[config.mk]
export PLATFORM = sky130hd
export DESIGN_NAME = uart_tx_engine
export DESIGN_NICKNAME = d
export VERILOG_FILES = /design/src/rtl/uart_tx_engine.sv
export SDC_FILE = /design/constraint.sdc
export NUM_CORES = 1
export LEC_CHECK = 0
export BUFFER_PORTS_ARGS = -buffer_cell sky130_fd_sc_hd__buf_2
export CORE_UTILIZATION = 60
export CTS_BUF_LIST = sky130_fd_sc_hd__clkbuf_8
export DETAILED_ROUTE_END_ITERATION = 7
export PLACE_DENSITY = 0.8
export SYNTH_ARGS = -nofsm -noshare
export SYNTH_HDL_FRONTEND = slang
export SYNTH_SLANG_ARGS = --single-unit
[constraint.sdc]
create_clock -name clk_i -period 2.3 [get_ports clk_i]
set_input_delay 0.69 -clock clk_i [delete_from_list [all_inputs] [get_ports clk_i]]
set_output_delay 0.69 -clock clk_i [all_outputs]
set_load 0.03 [all_outputs]
[src/rtl/uart_tx_engine.sv]
`timescale 1ns/1ps
// UART transmitter: start bit, 8 data bits LSB first, STOP_BITS stop bits, tx idles high.
// Define UART_TX_PARITY_EN to insert a parity bit after the data (PARITY_ODD selects odd parity).
module uart_tx_engine #(
    parameter int unsigned BAUD_DIV  = 5208,
    parameter int unsigned STOP_BITS = 1
`ifdef UART_TX_PARITY_EN
    ,
    parameter int unsigned PARITY_ODD = 0
`endif
) (
    input  logic       clk_i,
    input  logic       rst_ni,
    input  logic       load_i,
    input  logic [7:0] tx_data_i,
    output logic       tx_o,
    output logic       tx_busy_o,
    output logic       tx_done_o
);

    localparam int unsigned      BaudW   = (BAUD_DIV > 1) ? $clog2(BAUD_DIV) : 1;
    localparam logic [BaudW-1:0] BaudMax = BaudW'(BAUD_DIV - 1);
    localparam logic             StopMax = 1'(STOP_BITS - 1);

`ifdef UART_TX_PARITY_EN
    typedef enum logic [2:0] {StIdle, StStart, StData, StPar, StStop} state_e;
    logic parity_q;
`else
    typedef enum logic [1:0] {StIdle, StStart, StData, StStop} state_e;
`endif

    state_e           state_q;
    logic [BaudW-1:0] baud_q;
    logic [2:0]       bit_q;
    logic [7:0]       shift_q;
    logic             stop_q;
    logic             tx_q;
    logic             busy_q;
    logic             done_q;
    logic             bit_end;

    assign bit_end = (baud_q == BaudMax);

    always_ff @(posedge clk_i or negedge rst_ni) begin
        if (!rst_ni) begin
            state_q  <= StIdle;
            baud_q   <= '0;
            bit_q    <= '0;
            shift_q  <= '0;
            stop_q   <= 1'b0;
            tx_q     <= 1'b1;
            busy_q   <= 1'b0;
            done_q   <= 1'b0;
`ifdef UART_TX_PARITY_EN
            parity_q <= 1'b0;
`endif
        end else begin
            done_q <= 1'b0;
            if (state_q != StIdle) begin
                baud_q <= bit_end ? '0 : baud_q + 1'b1;
            end
            case (state_q)
                StIdle: begin
                    if (load_i) begin
                        state_q  <= StStart;
                        shift_q  <= tx_data_i;
                        baud_q   <= '0;
                        bit_q    <= '0;
                        stop_q   <= 1'b0;
                        tx_q     <= 1'b0;
                        busy_q   <= 1'b1;
`ifdef UART_TX_PARITY_EN
                        // Parity is taken from the byte as latched, not from the shifting copy.
                        parity_q <= (^tx_data_i) ^ 1'(PARITY_ODD);
`endif
                    end
                end
                StStart: begin
                    if (bit_end) begin
                        state_q <= StData;
                        tx_q    <= shift_q[0];
                        shift_q <= {1'b0, shift_q[7:1]};
                        bit_q   <= '0;
                    end
                end
                StData: begin
                    if (bit_end) begin
                        if (bit_q == 3'd7) begin
`ifdef UART_TX_PARITY_EN
                            state_q <= StPar;
                            tx_q    <= parity_q;
`else
                            state_q <= StStop;
                            tx_q    <= 1'b1;
                            stop_q  <= 1'b0;
`endif
                        end else begin
                            bit_q   <= bit_q + 1'b1;
                            tx_q    <= shift_q[0];
                            shift_q <= {1'b0, shift_q[7:1]};
                        end
                    end
                end
`ifdef UART_TX_PARITY_EN
                StPar: begin
                    if (bit_end) begin
                        state_q <= StStop;
                        tx_q    <= 1'b1;
                        stop_q  <= 1'b0;
                    end
                end
`endif
                StStop: begin
                    if (bit_end) begin
                        if (stop_q == StopMax) begin
                            state_q <= StIdle;
                            busy_q  <= 1'b0;
                            done_q  <= 1'b1;
                        end else begin
                            stop_q <= stop_q + 1'b1;
                        end
                    end
                end
                default: begin
                    state_q <= StIdle;
                    tx_q    <= 1'b1;
                    busy_q  <= 1'b0;
                end
            endcase
        end
    end

    assign tx_o      = tx_q;
    assign tx_busy_o = busy_q;
    assign tx_done_o = done_q;

endmodule

==> results.py <==
metrics = {
    "yosys": {
        "synthSimpleGateAreaFrac_pct": 16.1,
        "syn_nets": 176,
        "yosysUniqueCellTypes": 40,
        "synth_xor_area_share_pct": 0.516,
        "synthAdderAreaFrac_pct": 5.90,
        "ys_ff_latch": 29,
        "yosysSeqAreaShare_pct": 42.8,
        "yosysTopAreaCell": "dfrtp_1",
        "synth_edf_count": 0,
        "synth_compound_area_share_pct": 14.9,
        "ys_warn_count": 0,
        "async_reset_ff_share_pct": 100,
        "synth_area_mm2": 0.00170,
        "synth_top_family_by_area": "simple AND/OR/NAND/NOR gates",
        "synth_top_area_share_pct": 41.3,
        "syn_inst": 157,
        "ys_top_cells_by_area": "dfrtp_1 (41%), mux2_4 (7.1%), mux2_2 (6.0%)",
        "synthMuxAreaShare_pct": 16.1,
        "ys.flop_type": "dfrtp_1",
        "syn-mean-instance-area_um2": 10.8,
    },
    "timing": {
        "rsz0062_at_grt": "false",
        "clock.fmax_mhz": 491,
        "finalSetupViolCount": 0,
        "whs_ns": 0.437,
        "timing_worst_slew_pin_value_ns": 0.632,
        "fin_setup_tns_ns": 0,
        "slew-limit-headroom_pct": 57.8,
        "post-route-period-util_pct": 88.5,
        "period_minus_slack_ns": 2.04,
        "skew_ns": 0.00253,
        "slew_viol_final": 0,
        "finalHoldViolCount": 0,
    },
    "global_route": {
        "grt_first_pass_wirelength_um": 5240,
        "grt_pass1_vias": 1198,
        "overflow": 0,
        "antenna_found_initial": 0,
        "grt_max_degree": 30,
        "grt.total_usage_pct": 24.8,
    },
    "die": {
        "die_width_um": 55.2,
        "rows": 18,
        "die_h_um": 55.2,
        "core_mm2": 0.00257,
        "io_pins": 14,
        "start_util_pct": 66.1,
        "design.die.area_mm2": 0.00305,
    },
    "cts": {
        "postCtsSetupRepairBufs": 0,
        "clockBufferDepth": 2,
        "clockRootBuffer": "clkbuf_8",
        "cts_max_level": 2,
        "cts_buffers": 5,
        "cts_tree": "yes",
        "clk_pin_slew_ns": 0.06,
        "cts_num_sinks": 29,
        "clock_latency_ns": 0.27,
        "cts.repair.resized": 0,
        "cts_hold_buf": 0,
    },
    "critical_path": {
        "r2r-start": "baud_q[0]",
        "ff2ff_path_depth": 5,
        "r2r_setup_slack_ns": 0.26,
        "cp.arrival_ns": 2.19,
        "path_class": "reg -> reg",
        "reg2reg_to": "bit_q[0]",
        "cp-start-kind": "register",
        "crit_path_start": "baud_q[0]",
        "endpoint_kind": "register",
        "cp.required_ns": 2.45,
        "path_max_fanout": 10,
    },
    "routing": {
        "wirelength_um": 3230,
        "firstDrtPassIters": 4,
        "vias_per_cell": 6.33,
        "vias": 1305,
        "drtIter0Drc": 48,
        "ant_nets": 0,
        "drc": 0,
        "wl_per_cell_um": 15.7,
    },
    "finish": {
        "num_antenna_cells": 0,
        "finish.utilization_pct": 73.1,
        "drive_gt1_share_pct": 25.0,
        "num-nets-final": 194,
        "regArea_um2": 727,
        "stdcell_area_mm2": 0.00188,
        "nFillCells": 185,
        "syn2layout_area_growth_pct": 10.5,
        "stdcell_count": 206,
        "final_common_cell": "dfrtp_1",
        "final_cell_mix": "dfrtp_1 (28), nand2_1 (15), inv_1 (13), o21ai_0 (13), buf_2 (13)",
        "multi_input_area_um2": 907,
    },
    "flow_run": {
        "drv_cap": 0,
    },
    "placed_design": {
        "placed_cells": 198,
        "placed_area_mm2": 0.00180,
        "port_buffers": 13,
        "place_hpwl_um": 2280,
        "routabilityCongestion": 0.803,
    },
    "pwr": {
        "combPwrFrac_pct": 2.1,
        "cellLeakagePower_uw": 0.000889,
        "swShare_pct": 20.0,
        "p_per_area_mw_per_mm2": 478,
        "clockPowerShare_pct": 41.0,
        "seqPwrFrac_pct": 56.9,
        "p_int_uw": 718,
        "vdd_drop_max_mv": 0.421,
        "power_switching_uw": 179,
    },
    "run_status": {
        "outcome": "complete, no violations",
    },
    "worst_hold_path": {
        "hold_class": "in -> async",
    },
}
-- logic make-up after synthesis --
group	count (synthesis)
XOR/XNOR	1
buffers and inverters	15
multiplexers	22
adder cells (fa/ha/maj)	8
AO/OA/AOI/OAI	37
AND/OR/NAND/NOR	45
flip-flops	29
-- metrics by stage --
stage	worst slack [ns]	power (µW)
finish	0.265	897
CTS	0.252	909
global placement	0.359	539
global route	0.165	944
floorplan	0.363	521
detailed placement	0.264	540
-- power groups by stage --
stage | clock network, µW | registers [µW] | logic (µW)
floorplan | 0 | 520 | 1.20
global placement | 0 | 520 | 19.6
detailed placement | 0 | 520 | 20.1
CTS | 378 | 511 | 20.1
global route | 411 | 510 | 23.0
finish | 367 | 511 | 19.1
-- routing by layer --
metal | up-vias | global-route usage, % | routed length [µm]
li1 | 608 | - | -
met1 | 628 | 32.2 | 1460
met2 | 61 | 38.8 | 1540
met3 | 8 | 6.01 | 191
met4 | 0 | 11.7 | 41
met5 | - | 0 | 0
-- critical path, stage by stage (launching register included) --
cell and delay (ns):
dfrtp_1 0.42, ha_1 0.26, and4_1 0.23, and3_4 0.17
o211ai_4 0.43, mux2_2 0.40
-- cells in the mapped netlist (2+ instances only) --
library cell / number
a21oi_1: 9
a31oi_1: 2
a32oi_1: 2
and2_1: 2
and4_1: 3
buf_1: 2
clkbuf_1: 2
dfrtp_1: 28
ha_1: 8
inv_1: 10
mux2_2: 9
mux2_4: 8
mux2i_1: 4
nand2_1: 15
nand2b_1: 2
nand3_1: 5
nand4_1: 2
nor2_1: 5
nor2b_1: 3
nor4b_4: 2
o21ai_0: 13
or3_1: 3
-- sequential cells by signal, summed over array words and instances (netlist names) --
name       flops
baud_q        13
bit_q          3
shift_q        8
state_q        2
tx_busy_o      1
tx_done_o      1
tx_o           1
-- worst max-delay path by stage --
stage	end	slack [ns]	cells after the start
after floorplan	state_q[1]	0.36	6
after global placement	state_q[1]	0.36	5
after detailed placement	bit_q[0]	0.26	5
after CTS	bit_q[0]	0.25	5
after global routing	bit_q[0]	0.16	5
final	bit_q[0]	0.26	5
-- layout make-up --
type                            count  share of cell area (%)
Tap cell                           30                    2.00
Clock buffer                        5                    3.67
Sequential cell                    29                    38.7
Timing Repair Buffer               16                    4.67
Clock inverter                      3                   0.600
Inverter                           10                    2.00
Multi-Input combinational cell    113                    48.3
Note: power is estimated with default switching activity, not from simulation.
